[src/rtl/cnn_seq.sv]
`default_nettype none
// ============================================================================
// cnn_seq : inference sequencer stepping a layer controller through stages 1..6
// Revision : 1.0
// ============================================================================
module cnn_seq #(
    parameter int TIMEOUT = 1000000,
    parameter int CONFIRM = 2
) (
    input  logic        clk,
    input  logic        reset,
    input  logic        start,
    input  logic        abort,
    input  logic        clear,
    input  logic        img_ready,
    input  logic [7:0]  return_ctrl,
    output logic [7:0]  ctrl,
    output logic        busy,
    output logic        done,
    output logic        error,
    output logic [2:0]  err_stage,
    output logic [31:0] run_cycles
);

    localparam int TW = (TIMEOUT > 1) ? $clog2(TIMEOUT) : 1;
    localparam int CW = (CONFIRM > 1) ? $clog2(CONFIRM) : 1;
    localparam logic [2:0] c_LAST_STAGE = 3'd6;

    typedef enum logic [1:0] {
        S_IDLE  = 2'd0,
        S_RUN   = 2'd1,
        S_DONE  = 2'd2,
        S_ERROR = 2'd3
    } state_t;

    state_t        r_state, w_state_nxt;
    logic [2:0]    r_k, w_k_nxt;
    logic [TW-1:0] r_timer, w_timer_nxt;
    logic [CW-1:0] r_conf, w_conf_nxt;
    logic [2:0]    r_err_stage, w_err_stage_nxt;
    logic [31:0]   r_run_cycles, w_run_cycles_nxt;
    logic [7:0]    r_ctrl, w_ctrl_nxt;

    logic w_match;
    logic w_legal;
    logic w_advance;
    logic w_timeout;

    // Stage 1 is only confirmed once the host has finished loading the image.
    assign w_match   = (return_ctrl == {5'd0, r_k}) && ((r_k != 3'd1) || img_ready);
    assign w_legal   = (return_ctrl == {5'd0, r_k}) || (return_ctrl == {5'd0, r_k - 3'd1});
    assign w_advance = w_match && (r_conf == CW'(CONFIRM - 1));
    assign w_timeout = (r_timer == TW'(TIMEOUT - 1));

    always_ff @(posedge clk or posedge reset) begin
        if (reset) begin
            r_state      <= S_IDLE;
            r_k          <= 3'd1;
            r_timer      <= '0;
            r_conf       <= '0;
            r_err_stage  <= 3'd0;
            r_run_cycles <= 32'd0;
            r_ctrl       <= 8'd0;
        end else begin
            r_state      <= w_state_nxt;
            r_k          <= w_k_nxt;
            r_timer      <= w_timer_nxt;
            r_conf       <= w_conf_nxt;
            r_err_stage  <= w_err_stage_nxt;
            r_run_cycles <= w_run_cycles_nxt;
            r_ctrl       <= w_ctrl_nxt;
        end
    end

    always_comb begin
        w_state_nxt      = r_state;
        w_k_nxt          = r_k;
        w_timer_nxt      = r_timer;
        w_conf_nxt       = r_conf;
        w_err_stage_nxt  = r_err_stage;
        w_run_cycles_nxt = r_run_cycles;
        w_ctrl_nxt       = r_ctrl;

        case (r_state)
            S_IDLE, S_DONE: begin
                if (start) begin
                    w_state_nxt      = S_RUN;
                    w_k_nxt          = 3'd1;
                    w_timer_nxt      = '0;
                    w_conf_nxt       = '0;
                    w_err_stage_nxt  = 3'd0;
                    w_run_cycles_nxt = 32'd0;
                    w_ctrl_nxt       = 8'd1;
                end else if (clear && (r_state == S_DONE)) begin
                    w_state_nxt = S_IDLE;
                    w_ctrl_nxt  = 8'd0;
                end
            end

            S_RUN: begin
                if (r_run_cycles != 32'hFFFF_FFFF) begin
                    w_run_cycles_nxt = r_run_cycles + 32'd1;
                end
                if (abort) begin
                    w_state_nxt     = S_ERROR;
                    w_err_stage_nxt = r_k;
                    w_ctrl_nxt      = 8'd0;
                end else if (w_advance) begin
                    w_timer_nxt = '0;
                    w_conf_nxt  = '0;
                    // Leaving stage 6 keeps ctrl at 6 so the FC results stay valid.
                    if (r_k == c_LAST_STAGE) begin
                        w_state_nxt = S_DONE;
                    end else begin
                        w_k_nxt    = r_k + 3'd1;
                        w_ctrl_nxt = {5'd0, r_k + 3'd1};
                    end
                end else if (!w_legal || w_timeout) begin
                    w_state_nxt     = S_ERROR;
                    w_err_stage_nxt = r_k;
                    w_ctrl_nxt      = 8'd0;
                end else begin
                    w_timer_nxt = r_timer + TW'(1);
                    w_conf_nxt  = w_match ? (r_conf + CW'(1)) : '0;
                end
            end

            S_ERROR: begin
                if (clear) begin
                    w_state_nxt     = S_IDLE;
                    w_err_stage_nxt = 3'd0;
                end
            end

            default: begin
                w_state_nxt = S_IDLE;
                w_ctrl_nxt  = 8'd0;
            end
        endcase
    end

    assign ctrl       = r_ctrl;
    assign busy       = (r_state == S_RUN);
    assign done       = (r_state == S_DONE);
    assign error      = (r_state == S_ERROR);
    assign err_stage  = r_err_stage;
    assign run_cycles = r_run_cycles;

endmodule
`default_nettype wire

[config.mk]
export PLATFORM = sky130hd
export DESIGN_NAME = cnn_seq
export DESIGN_NICKNAME = d
export VERILOG_FILES = /design/src/rtl/cnn_seq.sv
export SDC_FILE = /design/constraint.sdc
export NUM_CORES = 1
export LEC_CHECK = 0
export ABC_CLOCK_PERIOD_IN_PS = 2960
export CAP_MARGIN = 20
export CELL_PAD_IN_SITES_DETAIL_PLACEMENT = 0
export CELL_PAD_IN_SITES_GLOBAL_PLACEMENT = 1
export CORE_UTILIZATION = 48
export DETAILED_ROUTE_END_ITERATION = 8
export DONT_BUFFER_PORTS = 1
export GPL_ROUTABILITY_DRIVEN = 0
export PLACE_DENSITY = 0.8
export SLEW_MARGIN = 20
export SYNTH_ARGS = -nofsm -noshare
export SYNTH_HDL_FRONTEND = slang
export SYNTH_SLANG_ARGS = --single-unit
[constraint.sdc]
create_clock -name clk -period 2.96 [get_ports clk]
set_clock_uncertainty 0.15 [all_clocks]
set_input_delay 0.296 -clock clk [delete_from_list [all_inputs] [get_ports clk]]
set_output_delay 0.296 -clock clk [all_outputs]
set_load 0.005 [all_outputs]
# ---- Yosys cells after proc, flatten, opt, wreduce, memory -nomap -nowiden
# Index checks and enable logic that the tools add are counted.
dict set report totals {
  input_bits 14
  wordCells 90
  output_inout_bits 46
  regBits 69
}
dict set report op_classes {
  add_sub_neg 5
  n_mux 40
  eq_ne 22
  reduce_logical 16
}
# operator count
set op_table {}
lappend op_table {{20-bit two-way mux} 4}
lappend op_table {{32-bit two-way mux} 2}
lappend op_table {{32-bit one-hot mux with 2 select lines} 1}
lappend op_table {{8-bit two-way mux} 6}
lappend op_table {{20-bit one-hot mux with 2 select lines} 1}
lappend op_table {{32-bit by 1-bit adder with 32-bit output (second input constant)} 1}
lappend op_table {{32-bit != test (second input constant)} 1}
lappend op_table {{3-bit two-way mux} 9}
lappend op_table {{20-bit by 1-bit adder with 20-bit output (second input constant)} 1}
lappend op_table {{20-bit == test (second input constant)} 1}
lappend op_table {{8-bit by 3-bit == test with 1-bit output} 2}
lappend op_table {{8-bit one-hot mux with 2 select lines} 1}
lappend op_table {{4-bit AND reduction} 4}
lappend op_table {{2-bit two-way mux} 7}
lappend op_table {{3-bit != test (second input constant)} 3}
lappend op_table {{3-bit one-hot mux with 3 select lines} 1}
lappend op_table {{2-bit != test (second input constant)} 4}
lappend op_table {{2-bit one-hot mux with 3 select lines} 1}
lappend op_table {{3-bit one-hot mux with 2 select lines} 1}
lappend op_table {{1-bit two-way mux} 5}
lappend op_table {{5-bit AND reduction} 1}
lappend op_table {{2-bit == test (second input constant)} 2}
lappend op_table {{2-bit by 1-bit != test with 1-bit output (second input constant)} 2}
lappend op_table {{4-bit by 2-bit != test with 1-bit output (second input constant)} 1}
lappend op_table {{other kinds (17)} 21}

# ---- Depth between registers and ports, before layout
dict set report logic_depth {
  depth_word 9
  ltp_mapped 9
  depth_no_buf 7
}

# ---- Worst setup path after synthesis
# No wires, ideal clock.
dict set report synth_timing {
  path_type {register to register}
  from {reg r_k[0]}
  to {reg r_timer[12]}
  setup_ps 66
  arrival_time_ps 2314
  synth_period_minus_slack_ps 2530
  path_buffers 0
  stages_incl_launch_ff 8
  path_slack_ps 430
  required_time_ps 2744
  cell_sequence {dfstp_2 inv_1 ha_1 xor2_1 a31oi_2 or3_4 or4_1 nand2_1}
}
dict set report synth_via {
  elab_chain_len 7
  word_cells_on_any_way 15
  cone_classes {add/sub: 1; eq/ne: 4; mux: 3; reduce/logical: 7}
}
# element line
set synth_rtl {}
lappend synth_rtl {{start: declaration} 37} ;# logic [2:0] r_k, w_k_nxt;
lappend synth_rtl {{start signal: assignment} 66} ;# r_k <= w_k_nxt;
lappend synth_rtl {{3-bit by 1-bit subtractor with 3-bit output or 3-bit by 1-bit != test with 1-bit output (tied branches)} {51, 50}}
lappend synth_rtl {{8-bit by 3-bit == test with 1-bit output or 1-bit logical OR (tied branches)} {51, 50}}
lappend synth_rtl {{1-bit logical OR or 1-bit logical AND (tied branches)} {51, 50}}
lappend synth_rtl {{1-bit logical NOT or 1-bit logical AND (tied branches)} {118, 52}}
lappend synth_rtl {{1-bit logical OR or 20-bit two-way mux (tied branches)} {118, 108}}
lappend synth_rtl {{3-bit != test (no source line) or 20-bit two-way mux (tied branches)} --}
lappend synth_rtl {{4-bit AND reduction (no source line) or 20-bit one-hot mux with 2 select lines (tied branches)} --}
lappend synth_rtl {{end signal: assignment} 67} ;# r_timer <= w_timer_nxt;
lappend synth_rtl {{end: declaration} 38} ;# logic [TW-1:0] r_timer, w_timer_nxt;
# Parallel ways exist; a longest one is shown, timed or not. The select of a mux whose other input is x is not followed.
# A chain may end at the register's enable or synchronous reset.

# ---- Worst setup path in the final report
dict set report layout_timing {
  from {reg r_k[0]}
  to {reg r_timer[17]}
}
# The elaborated chain is that of the path after synthesis.

==> flow_summary.toml <==
[clock_network]
clock_path_buffers = 2
clkSinkCount = 64
clk_pin_slew_ns = 0.07
cts_max_level = 3
cts_tree = "built"
cts_root_buf = "clkbuf_8"
cts_resized = 0
cts_buffers = 9
insertion_delay_ns = 0.34

[synthesis]
yosys.area_share.adder = 0.0201
yosysMostFrequentCell = "dfrtp_1"
synth_warnings = 0
synth.area.top_cells = "dfrtp_1, o21ai_0, nand2_1"
ys_types = 59
synth_compound_area_frac = 0.198
synth_seq_area_share = 0.429
avgSynthCellArea_sq_um = 9.00
muxShareOfSynthArea = 0.0114
synth_top_family_by_area = "simple AND/OR/NAND/NOR gates"
synthXorXnorAreaFrac = 0.0375
syn_area_sq_um = 3740
synth_cells = 415
synth_common_cells = "dfrtp_1, o21ai_0, nand2_1, nor2_1, nand3_1"
synth_top_area_share = 0.422
ys.flop_type = "dfrtp_1"
ys_ff_latch = 64
synth-edff-count = 0
synth_top_cell_by_area = "dfrtp_1"
async_reset_ff_frac = 1.00
yosys.area_share.simple = 0.267

[floorplanning]
die_w_um = 90.2
row_count = 31
ioPinCount = 60
fp.coreArea_sq_um = 7370
die_area_sq_um = 8140
die_y_um = 90.2
initial_core_util = 0.507

[detailed_routing]
wirelength_um = 8760
detail-route-antenna-nets = 0
detail_route.iter0.violations = 151
drt_first_pass_iters = 4
wl_per_cell_um = 16.6
vias = 3183
drc_errors = 0
vias_per_cell = 6.04

[critical_path]
critPathKind = "reg2reg"
critPathBufInv = 2
crit_path_max_incr_delay_ns = 0.59
end_kind = "flip-flop"
cp_slowest_cell = "dfstp_2"
crit_family = "simple AND/OR/NAND/NOR gates"
crit_chain = "inv_1 -> ha_1 -> xor2_1 -> a31o_2 -> nand3_1 -> buf_4 -> or4_1 -> nand2_1"
worstPathMaxFanout = 8
worstPathRequired_ns = 3.09
cp-start-kind = "flip-flop"
critPathArrivalTime_ns = 2.82

[grt]
grt_usage = 0.226
grt_pass1_vias = 3037
grt_pass1_wl_um = 14900
antenna_found_initial = 0
gr-total-overflow = 0
grt_max_degree = 34

[sta]
finalHoldViolCount = 0
worstMarginPinSlew_ns = 0.719
holdWs_ns = 0.0309
fmaxAchievable_mhz = 372
slew_violations = 0
finalCritPeriodShare = 0.909
min_period_ns = 2.69
slew_headroom = 0.517
rsz0062_at_grt = "no"
setup_violations = 0
tns_ns = 0

[placed_design]
dp_hpwl_um = 6050
io_buffers = 0
placed_area_sq_um = 3880

[run_status]
status = "finished, final reports clean"

[flow_run]
drv_cap = 0

[power_and_ir_drop]
irDropWorstVdd_mv = 0.252
leakagePower_nw = 1.70
powerDensity_nw_per_um2 = 595

[finish]
final_nets = 443
antenna_cells = 0
stdcell_area_sq_um = 4070
drive_above_1_share = 0.117
fill_cells = 684
syn_to_final_growth_pct = 8.91

[min_path]
hold_class = "in2reg"
[cell type report]
cell class,count,area (sq um),area share
multi-input combinational,327,2010,0.495
sequential,64,1600,0.394
clock buffer,12,145,0.0357
inverter,7,26.3,0.00646
clock inverter,4,22.5,0.00554
tap,99,124,0.0304
timing repair buffer,14,135,0.0332
[per-stage QoR]
| step | instances | total power, mW | utilization | setup WS (ns) |
|---|---|---|---|---|
| floorplan | 419 | 1.54 | - | 0.430 |
| global placement | 509 | 1.76 | 0.527 | 0.359 |
| detailed placement | 509 | 1.77 | 0.527 | 0.277 |
| CTS | 527 | 2.44 | 0.552 | 0.268 |
| global route | 527 | 2.57 | 0.552 | 0.102 |
| finish | 527 | 2.42 | 0.552 | 0.271 |
[per-layer routing]
metal / global-route usage / up-vias / wire length (um)
li1: - / 1547 / -
met1: 0.316 / 1562 / 4410
met2: 0.345 / 69 / 3970
met3: 0.0457 / 5 / 317
met4: 0.0874 / 0 / 64
met5: 0 / - / 0
[final timing paths]
check / depth (start not counted) / slack (ns) / startpoint / to
worst max-delay path: 8 / 0.27 / r_k[0]$_DFFE_PP1P_ / r_timer[17]$_DFFE_PP0P_
worst min-delay path: 2 / 0.03 / start / r_state[0]$_DFFE_PP0P_
worst max register to register: 8 / 0.27 / r_k[0]$_DFFE_PP1P_ / r_timer[17]$_DFFE_PP0P_
worst min register to register: 1 / 0.37 / run_cycles[30]$_DFFE_PP0P_ / run_cycles[30]$_DFFE_PP0P_
max in group asynchronous: 3 / 1.64 / reset / r_timer[13]$_DFFE_PP0P_
min in group asynchronous: 2 / 0.38 / reset / run_cycles[16]$_DFFE_PP0P_
[logic make-up after synthesis]
family                   Yosys count
AO/OA/AOI/OAI                    114
XOR/XNOR                          16
adder cells (fa/ha/maj)            6
buffers and inverters             28
flip-flops                        64
multiplexers                       4
other                              1
AND/OR/NAND/NOR                  182
[power breakdown]
| part | switching [mW] | leakage (nW) | internal, mW |
|---|---|---|---|
| clock network | 0.345 | 0.0861 | 0.323 |
| registers | 0.0612 | 0.880 | 0.919 |
| logic | 0.523 | 0.731 | 0.249 |
| total | 0.930 | 1.70 | 1.49 |
[cells in the final DEF, fill, tap and decap left out, drive strengths merged, types with 3 or more instances in the layout]
cell type  synthesis  layout
nor2              34      34
o21ai             56      56
buf               14      12
nor3              13      13
dfrtp             63      63
nand3             22      22
and4               5       5
conb               1       5
o211ai             6       6
nand2b             3       3
a31oi             10      10
nand4             13      13
nor4               5       5
clkinv             0       3
nand2             47      47
o311ai             3       3
a22o               7       7
xor2               7       7
inv                7       7
and2               5       5
or4                7       7
a21oi             11      11
or3                6       6
xnor2              9       9
and3              10      10
nor4b              5       5
ha                 6       6
clkbuf             7      12
o31ai              8       8
[sequential cells by signal, summed over array words and instances, names as in the netlist]
register / count
ctrl: 3
r_state: 2
err_stage: 3
run_cycles: 32
r_k: 3
r_conf: 1
r_timer: 20
[timing repair]
action / in CTS / in global routing
setup buffers: 0 / 0
endpoints found under the hold margin: 32 / 0
hold buffers: 2 / 0
No activity file was read; power rests on OpenSTA's default activity.
